--- config.mk ---
export PLATFORM = sky130hd
export DESIGN_NAME = div_seq
export DESIGN_NICKNAME = d
export VERILOG_FILES = /design/src/rtl/div_pkg.sv /design/src/rtl/div_step.sv /design/src/rtl/div_seq.sv
export SDC_FILE = /design/constraint.sdc
export NUM_CORES = 1
export LEC_CHECK = 0
export BUFFER_PORTS_ARGS = -buffer_cell sky130_fd_sc_hd__buf_2
export CORE_MARGIN = 5
export CORE_UTILIZATION = 40
export CTS_CLUSTER_DIAMETER = 40
export DETAILED_ROUTE_END_ITERATION = 10
export GPL_ROUTABILITY_DRIVEN = 0
export HOLD_SLACK_MARGIN = 0.15
export PLACE_DENSITY = 0.57
export REMOVE_ABC_BUFFERS = 1
export SLEW_MARGIN = 25
export SYNTH_ARGS = -nofsm -noshare
export SYNTH_HDL_FRONTEND = slang
export SYNTH_SLANG_ARGS = --single-unit
--- constraint.sdc ---
create_clock -name clk -period 2.97 [get_ports clk]
set_input_delay 0.594 -clock clk [delete_from_list [all_inputs] [get_ports clk]]
set_output_delay 0.594 -clock clk [all_outputs]
set_load 0.01 [all_outputs]
--- src/rtl/div_pkg.sv ---
// div_pkg: shared types for the sequential restoring divider.
package div_pkg;
    typedef enum logic [1:0] {IDLE, RUN, DONE} div_state_t;
endpackage

--- src/rtl/div_step.sv ---
// div_step: one combinational restoring shift-subtract iteration.
module div_step #(
    parameter int n = 8
) (
    input  logic [n-1:0] p,
    input  logic [n-1:0] a,
    input  logic [n-1:0] b,
    output logic [n-1:0] p_next,
    output logic [n-1:0] a_next
);
    logic [n:0] sh;
    logic       ge;
    // The remainder after restoring is always below b, so n bits hold it.
    always_comb begin
        sh     = {p, a[n-1]};
        ge     = sh >= {1'b0, b};
        p_next = ge ? n'(sh - {1'b0, b}) : sh[n-1:0];
        a_next = {a[n-2:0], ge};
    end
endmodule

--- src/rtl/div_seq.sv ---
// div_seq: sequential unsigned divider, one quotient bit per clock.
module div_seq #(
    parameter int n = 8
) (
    input  logic         clk,
    input  logic         rst,
    input  logic         start,
    input  logic [n-1:0] a,
    input  logic [n-1:0] b,
    output logic [n-1:0] q,
    output logic [n-1:0] r,
    output logic         busy,
    output logic         done,
    output logic         dz
);
    import div_pkg::*;
    localparam int cw = $clog2(n);
    localparam logic [cw-1:0] last = cw'(n - 1);
    div_state_t state, state_d;
    logic [n-1:0] p_q, a_q, b_q, p_next, a_next;
    logic [cw-1:0] cnt;
    div_step #(.n(n)) u_step (
        .p(p_q), .a(a_q), .b(b_q), .p_next(p_next), .a_next(a_next)
    );
    always_ff @(posedge clk) begin
        if (rst) state <= IDLE;
        else     state <= state_d;
    end
    always_comb begin
        state_d = state == IDLE ? (start ? (b == '0 ? DONE : RUN) : IDLE)
                : state == RUN  ? (cnt == last ? DONE : RUN)
                : IDLE;
        busy = state == RUN;
        done = state == DONE;
    end
    always_ff @(posedge clk) begin
        if (rst) begin
            p_q <= '0;
            a_q <= '0;
            b_q <= '0;
            cnt <= '0;
            q   <= '0;
            r   <= '0;
            dz  <= 1'b0;
        end else if (state == IDLE && start) begin
            b_q <= b;
            if (b != '0) begin
                p_q <= '0;
                a_q <= a;
                cnt <= '0;
            end else begin
                q  <= '1;
                r  <= a;
                dz <= 1'b1;
            end
        end else if (state == RUN) begin
            p_q <= p_next;
            a_q <= a_next;
            cnt <= cnt + 1'b1;
            if (cnt == last) begin
                q  <= a_next;
                r  <= p_next;
                dz <= 1'b0;
            end
        end
    end
endmodule

# Word-level counts from Yosys, hierarchy flattened
# Cells that the tools add are included.
classes:
  n_addsub: 2
  magnitude_cmp: 1
  eq_ne: 5
  muxes: 27
  n_reduce_logical: 8
ops:
  columns: ["op", "count"]
  rows:
  - ["8-bit two-way mux", 15]
  - ["2-bit two-way mux", 5]
  - ["9-bit by 8-bit >= comparator with 1-bit output", 1]
  - ["3-bit two-way mux", 3]
  - ["8-bit logical NOT", 1]
  - ["8-bit nonzero test", 1]
  - ["8-bit subtractor", 1]
  - ["1-bit two-way mux", 4]
  - ["2-bit nonzero test", 2]
  - ["3-bit by 1-bit adder with 3-bit output (second input constant)", 1]
  - ["3-bit equality test (second input constant)", 1]
  - ["3-bit AND reduction", 1]
  - ["2-bit by 1-bit equality test with 1-bit output (second input constant)", 1]
  - ["2-bit equality test (second input constant)", 1]
  - ["2-bit logical NOT", 1]
  - ["2-bit by 1-bit inequality test with 1-bit output (second input constant)", 1]
  - ["2-bit inequality test (second input constant)", 1]
  - ["2-bit AND reduction", 1]
  - ["1-bit logical AND", 1]
word_totals:
  reg_bits: 46
  inputBits: 19
  output_inout_bits: 19
  word_cells: 51

# Longest topological paths before layout
# Gate-level depths: netlist of run 1.
logic_depth:
  ltp_word: 5
  ltp_mapped: 9
  mapped_depth_nobuf: 9

# Modules after synthesis
# A second synthesis of run 1 with hierarchy kept.
unflattened:
  cells_unflattened: 278
  hier_area_um2: 2561.2
by_module_without_submodules:
  columns: ["mod", "instances", "cells_each", "area_per_inst_um2", "seq_area_each_um2"]
  rows:
  - ["div_seq", 1, 201, 1980.6, 920.9]
  - ["div_step", 1, 77, 580.6, 0.0]

# Worst setup path before layout of run 1
# OpenSTA, ideal clock, no wires.
synth_path:
  path_type: "reg2reg"
  startpoint: "register a_q[7]"
  endpoint: "register r[2]"
  setup_time_ns: 0.130
  t_arrival_ns: 1.879
  required_time_ns: 2.840
  setup_slack_ns: 0.960
  path_stages_with_launch: 10
  path_buffers: 1
  period_less_slack_ns: 2.010
  cell_sequence: "dfxtp_1 -> inv_1 -> ha_1 -> or2b_1 -> a31oi_1 -> o221ai_2 -> a21o_2 -> buf_6 -> mux2i_1 -> o22ai_1"
synth_via:
  elab_chain_len: 5
  word_cells_on_any_way: 6
  cone_classes: "1 x add/sub; 1 x order compare; 4 x mux"
synth_rtl:
  columns: ["item", "line_no", "rtl"]
  rows:
  - ["start: declaration", "div_seq.sv:20", "logic [n-1:0] p_q, a_q, b_q, p_next, a_next;"]
  - ["start signal: assignment", "div_seq.sv:58", "a_q <= a_next;"]
  - ["8-bit subtractor / 9-bit by 8-bit >= comparator with 1-bit output (equally long branches)", "div_step.sv:17, div_step.sv:16", null]
  - ["8-bit two-way mux (*)", "div_step.sv:17", "p_next = ge ? n'(sh - {1'b0, b}) : sh[n-1:0];"]
  - ["8-bit two-way mux (*)", "div_seq.sv:60", "if (cnt == last) begin"]
  - ["8-bit two-way mux (*)", "div_seq.sv:56", "end else if (state == RUN) begin"]
  - ["8-bit two-way mux (*)", "div_seq.sv:45", "end else if (state == IDLE && start) begin"]
  - ["end signal: assignment", "div_seq.sv:62", "r <= p_next;"]
  - ["end: declaration", "div_seq.sv:11", "output logic [n-1:0] r,"]
# Mark *: on every way between the ends. The rest lies on a longest branch, timed or not. The select of a mux whose other input is x is not followed.
# A chain may end at the register's enable or synchronous reset.

# Worst setup path after layout of run 1
layout_path:
  startpoint: "register a_q[7]"
  endpoint: "register r[1]"
# The elaborated chain is that of the path after synthesis.

==> results of run 1 <==
-- power breakdown --
group          internal, W  switching (W)
Sequential        0.000657      0.0000321
Clock             0.000251       0.000227
Combinational     0.000229       0.000355
-- how the worst min path moves through the flow --
stage / from / endpoint / slack [ns] / cells past startpoint
floorplan: b_q[2]$_SDFFE_PP0P_ / b_q[2]$_SDFFE_PP0P_ / 0.43 / 2
global placement: b_q[7]$_SDFFE_PP0P_ / b_q[7]$_SDFFE_PP0P_ / 0.45 / 2
detailed placement: b_q[5]$_SDFFE_PP0P_ / b_q[5]$_SDFFE_PP0P_ / 0.45 / 2
CTS: b_q[5]$_SDFFE_PP0P_ / b_q[5]$_SDFFE_PP0P_ / 0.46 / 2
global route: b_q[4]$_SDFFE_PP0P_ / b_q[4]$_SDFFE_PP0P_ / 0.48 / 2
finish: b_q[5]$_SDFFE_PP0P_ / b_q[5]$_SDFFE_PP0P_ / 0.46 / 2
-- metal layers --
layer | wire length, um | part of all wire
met1 | 2987 | 0.49
met2 | 2800 | 0.46
met3 | 170 | 0.028
met4 | 82 | 0.014
met5 | 0 | 0
-- flip-flops by register name, summed over array words and instances, names as in the netlist --
register  count
a_q           8
b_q           8
cnt           3
dz            1
p_q           8
q             8
r             8
state         2
-- final cells by class --
class	instances	share of cell area
multi-input combinational	195	0.4784
sequential	46	0.3376
timing repair buffer	44	0.08716
tap	75	0.03440
clock buffer	6	0.02661
inverter	16	0.02202
clock inverter	2	0.01376
-- worst register-to-register path, cell delays in order, from the launching register on --
cell and delay [ns]:
dfxtp_1 0.39, inv_1 0.07, ha_1 0.30, or2b_1 0.22, a31oi_1 0.22, o221ai_2 0.17
a21oi_2 0.44, nand3_1 0.16, a311oi_2 0.27
-- Yosys cell counts (3+ instances only) --
| cell | n | share of area |
|---|---|---|
| a211oi_1 | 5 | 0.016 |
| a21o_1 | 3 | 0.0094 |
| a21oi_1 | 14 | 0.029 |
| a21oi_2 | 3 | 0.011 |
| a22oi_1 | 3 | 0.0094 |
| a311oi_1 | 6 | 0.022 |
| a31oi_1 | 4 | 0.010 |
| buf_6 | 4 | 0.019 |
| clkbuf_1 | 8 | 0.013 |
| dfxtp_1 | 46 | 0.39 |
| ha_1 | 10 | 0.052 |
| inv_1 | 16 | 0.025 |
| mux2i_1 | 4 | 0.017 |
| nand2_1 | 39 | 0.061 |
| nand3_1 | 9 | 0.019 |
| nor2_1 | 27 | 0.042 |
| nor2b_1 | 3 | 0.0079 |
| nor3_1 | 4 | 0.0084 |
| o21a_1 | 4 | 0.013 |
| o21ai_0 | 7 | 0.015 |
| o21ai_1 | 3 | 0.0063 |
| o221a_1 | 3 | 0.014 |
| o221a_2 | 5 | 0.024 |
| o22ai_1 | 3 | 0.0079 |
| o32ai_1 | 4 | 0.015 |
-- cell families after synthesis --
kind of cell               Yosys count  synth area share
muxes                                4           0.01676
adders and majority gates           11           0.06077
xor gates and xnor gates             3           0.01100
buffers and inverters               32           0.07019
DFF                                 46            0.3855
AOI/OAI and AO/OA                   83            0.2766
and+or+nand+nor                     94            0.1792
-- per-stage QoR --
stage          instances  power (W)  instance area [sq um]  setup slack, ns
6_report             384   0.001751                   2728           0.6472
5_1_grt              384   0.001852                   2728           0.4751
4_1_cts              384   0.001757                   2728           0.6510
3_5_place_dp         376   0.001282                   2618           0.7213
3_3_place_gp         376   0.001277                   2618           0.7312
2_1_floorplan        257   0.001138                   2281           0.1894
==> impl_metrics.tcl, run 1 <==
set metrics [dict create \
    drtIter0Drc 81 \
    gr-total-overflow 0 \
    period_needed_ns 2.323 \
    htree_num_levels 2 \
    netlist_instances 273 \
    drive_above_1_share 0.2427 \
    timing_hold_violations_final 0 \
    hold_buffers 0 \
    cts.clk_slew.worst_paths_ns 0.09 \
    synth_ff_type "dfxtp_1" \
    ctsRootBufferMaster "clkbuf_8" \
    ys_types 56 \
    ys_seq_elements 46 \
    slowest_stage "a21oi_2" \
    layout_common_cells "dfxtp_1, nand2_1, buf_2" \
    cp_max_fo 9 \
    max_cap_viol_count 0 \
    critPathBufInv 1 \
    port_buffers 37 \
    diodes 0 \
    die_y_um 87.28 \
    seqCellArea_sq_um 920.9 \
    slew_headroom 0.5182 \
    cp_slowest_stage_delay_ns 0.44 \
    timing.rr.end "r[1]$_SDFFE_PP0P_" \
    final_nets 338 \
    antenna_found_initial 0 \
    endpoint_kind "flip-flop" \
    crit_arrival_ns 2.54 \
    p_per_area_nw_per_um2 642.1 \
    crit-reg2reg-launch "a_q[7]$_SDFFE_PP0P_" \
    finalCoreUtilization 0.4662 \
    cts_tree "yes" \
    async_flop_share 0 \
    yosysWarnings 0 \
    viasPerCell 5.422 \
    cp.depth 8 \
    place_hpwl_um 4346 \
    cts_buffer_depth 2 \
    synth_edf_count 0 \
    endpoint "r[1]$_SDFFE_PP0P_" \
    grt_max_degree 28 \
    whs_ns 0.4592 \
    final_common_cell "dfxtp_1" \
    rsz0062_at_grt "false" \
    met1_usage 0.2287 \
    path_cells "inv_1 > ha_1 > or2b_1 > a31oi_1 > o221ai_2 > a21oi_2 > nand3_1 > a311oi_2" \
    design.core.area_sq_um 5851 \
    setup.worst_path.start "a_q[7]$_SDFFE_PP0P_" \
    final-setup-viol-count 0 \
    grt_use_met2 0.2760 \
    wirelength_um 6039 \
    r2r_slack_ns 0.65 \
    startpoint_type "flip-flop" \
    worst_clock_skew_ns 0.005980 \
    yosysSeqAreaShare 0.3855 \
    start_util 0.4083 \
    io_pins 38 \
    r2r_cells 8 \
    dieArea_sq_um 7617 \
    cts_setup_buffers 0 \
    required_ns 3.19 \
    hold_class "flip-flop to flip-flop" \
    first_pass_iters 4 \
    via_count 2082 \
    grt_pass1_vias 2070 \
    met3_usage 0.02460 \
    critical_path_class "flip-flop to flip-flop" \
    cp_top_family "compound AO/OA/AOI/OAI gates" \
    syn-cell-area_sq_um 2389 \
    antenna_left 0 \
    clock.fmax_mhz 430.5 \
    grt-busiest-layer "met2" \
    multi_input_area_sq_um 1305 \
    grt_pass1_wl_um 10090 \
    status "complete, no violations" \
    peakVddDrop_mv 0.2991 \
    wl_per_cell_um 15.73 \
    finalCritPeriodShare 0.7821 \
    syn_avg_cell_area_sq_um 8.749 \
    cts_buffers 5 \
    rows 28 \
    synthToLayoutAreaGrowth_pct 14.20 \
    drc 0 \
    globalRouteTotalUtil 0.1691 \
    slew_viol_final 0 \
    tns_ns 0 \
    power_leakage_nw 1.116 \
    tightest_slew_ns 0.7206 \
    fp.dieW_um 87.28 \
    cts_resized 0 \
    clk_latency_ns 0.30 \
    fillers 587 \
    clkSinkCount 46 \
]
Power figures use the tool's default switching activity.
==> run 2, diff against run 1 <==
Clock period 2.97 ns to 2.42 ns, I/O delays scaled along.
==> impl_metrics.tcl, run 2 (synthesis results as in run 1) <==
set metrics [dict create \
    cts_tree "yes" \
    path_cells "inv_1 > ha_1 > or2b_1 > a31oi_1 > o221ai_2 > a21o_2 > mux2i_1 > o32ai_1" \
    critPathBufInv 1 \
    p_per_area_nw_per_um2 757.0 \
    finalCoreUtilization 0.4720 \
    dpl.cell_count 380 \
    start_util 0.4083 \
    max_cap_viol_count 0 \
    instances_no_fill 388 \
    dpl-instance-area_sq_um 2660 \
    endpoint_kind "flip-flop" \
    met1_usage 0.2403 \
    first_pass_iters 4 \
    critical_path_class "flip-flop to flip-flop" \
    io_pins 38 \
    ctsRootBufferMaster "clkbuf_8" \
    cts_buffer_depth 2 \
    cp_slowest_stage_delay_ns 0.39 \
    place_hpwl_um 4477 \
    startpoint_type "flip-flop" \
    drc 0 \
    hold_buffers 0 \
    power_leakage_nw 1.133 \
    status "complete, no violations" \
    crit_arrival_ns 2.45 \
    antenna_found_initial 0 \
    via_count 2134 \
    worstHoldEndpoint "b_q[7]$_SDFFE_PP0P_" \
    fp.dieW_um 87.28 \
    period_needed_ns 2.229 \
    hold_class "primary input to flip-flop" \
    final-setup-viol-count 0 \
    hold_start "b[7]" \
    cp_top_family "compound AO/OA/AOI/OAI gates" \
    worst_clock_skew_ns 0.01114 \
    r2r_slack_ns 0.19 \
    wirelength_um 6055 \
    rows 28 \
    diodes 0 \
    htree_num_levels 2 \
    slew_viol_final 0 \
    clock.fmax_mhz 448.6 \
    required_ns 2.64 \
    setup.worst_path.start "a_q[7]$_SDFFE_PP0P_" \
    timing.rr.end "p_q[0]$_SDFFE_PP0P_" \
    antenna_left 0 \
    cp_max_fo 12 \
    gr-total-overflow 0 \
    r2r_cells 8 \
    tightest_slew_ns 0.3788 \
    grt_max_degree 28 \
    fillers 591 \
    wl_per_cell_um 15.61 \
    grt-busiest-layer "met2" \
    rsz0062_at_grt "false" \
    clk_latency_ns 0.31 \
    viasPerCell 5.500 \
    dieArea_sq_um 7617 \
    slowest_stage "dfxtp_1" \
    die_y_um 87.28 \
    crit-reg2reg-launch "a_q[7]$_SDFFE_PP0P_" \
    peakVddDrop_mv 0.3919 \
    grt_pass1_wl_um 10450 \
    port_buffers 37 \
    timing_hold_violations_final 0 \
    finalPower_w 0.002090 \
    grt_use_met2 0.2808 \
    drtIter0Drc 155 \
    drive_above_1_share 0.2556 \
    globalRouteTotalUtil 0.1752 \
    synthToLayoutAreaGrowth_pct 15.61 \
    finalCritPeriodShare 0.9212 \
    hold_depth 3 \
    cts_buffers 5 \
    design.core.area_sq_um 5851 \
    final_common_cell "dfxtp_1" \
    layout_common_cells "dfxtp_1, nand2_1, buf_2" \
    slew_headroom 0.7468 \
    final_nets 342 \
    fin_area_sq_um 2761 \
    met3_usage 0.03311 \
    grt_pass1_vias 2129 \
    clkSinkCount 46 \
    cts.clk_slew.worst_paths_ns 0.10 \
]
-- run 2: cell count changes in the layout (fill, tap and decap cells not counted) --
cell | previous run | this run
a21oi_2 | 3 | 2
bufinv_16 | 1 | 0
clkinv_4 | 0 | 1
a21oi_4 | 0 | 1
buf_4 | 7 | 10
inv_6 | 0 | 1
buf_12 | 0 | 1
clkbuf_1 | 1 | 0
-- run 2: worst max-delay path by stage --
stage                               end  slack [ns]  depth (start not counted)
CTS                   r[0]$_SDFFE_PP0P_        0.12                          8
finish              p_q[0]$_SDFFE_PP0P_        0.19                          8
global placement      r[0]$_SDFFE_PP0P_        0.17                          8
global route        p_q[6]$_SDFFE_PP0P_        0.05                          8
detailed placement    r[0]$_SDFFE_PP0P_        0.16                          8
floorplan             r[7]$_SDFFE_PP0P_       -0.25                          4
-- run 2: worst register-to-register path: stages, from the launching register on --
cell,delay (ns)
dfxtp_1,0.39
inv_1,0.06
ha_1,0.30
or2b_1,0.22
a31oi_1,0.22
o221ai_2,0.18
a21o_2,0.34
mux2i_1,0.17
o32ai_1,0.26
-- run 2: layout make-up --
class,count,area [sq um],area share
Clock buffer,5,68.82,0.02492
Timing Repair Buffer,48,280.3,0.1015
Multi-Input combinational cell,195,1313,0.4753
Inverter,16,60.06,0.02175
Clock inverter,3,25.02,0.009062
Sequential cell,46,920.9,0.3335
Tap cell,75,93.84,0.03398
-- run 2: repair_timing --
item | CTS | global route
buffers inserted | 0 | 0
resized for setup | 0 | 1
endpoints found under the setup margin | 0 | 5
-- run 2: routing by layer --
layer	up-vias	routed length (um)
met2	40	2740
met3	5	272
met4	0	60
met5	-	0
li1	1066	-
met1	1023	2982
-- run 2: power by group --
part	internal, W	total [W]	switching, W
clock network	0.000209	0.000502	0.000293
logic	0.000295	0.000741	0.000446
registers	0.000806	0.000847	0.0000411
total	0.00131	0.00209	0.000780
-- run 2: stage by stage --
stage	worst slack, ns	TNS, ns	hold WS [ns]
after floorplan	-0.2506	-2.864	0.4303
after global placement	0.1711	0	0.4451
after detailed placement	0.1640	0	0.4502
after CTS	0.1210	0	0.4147
after global routing	0.04797	0	0.4261
final	0.1907	0	0.4166
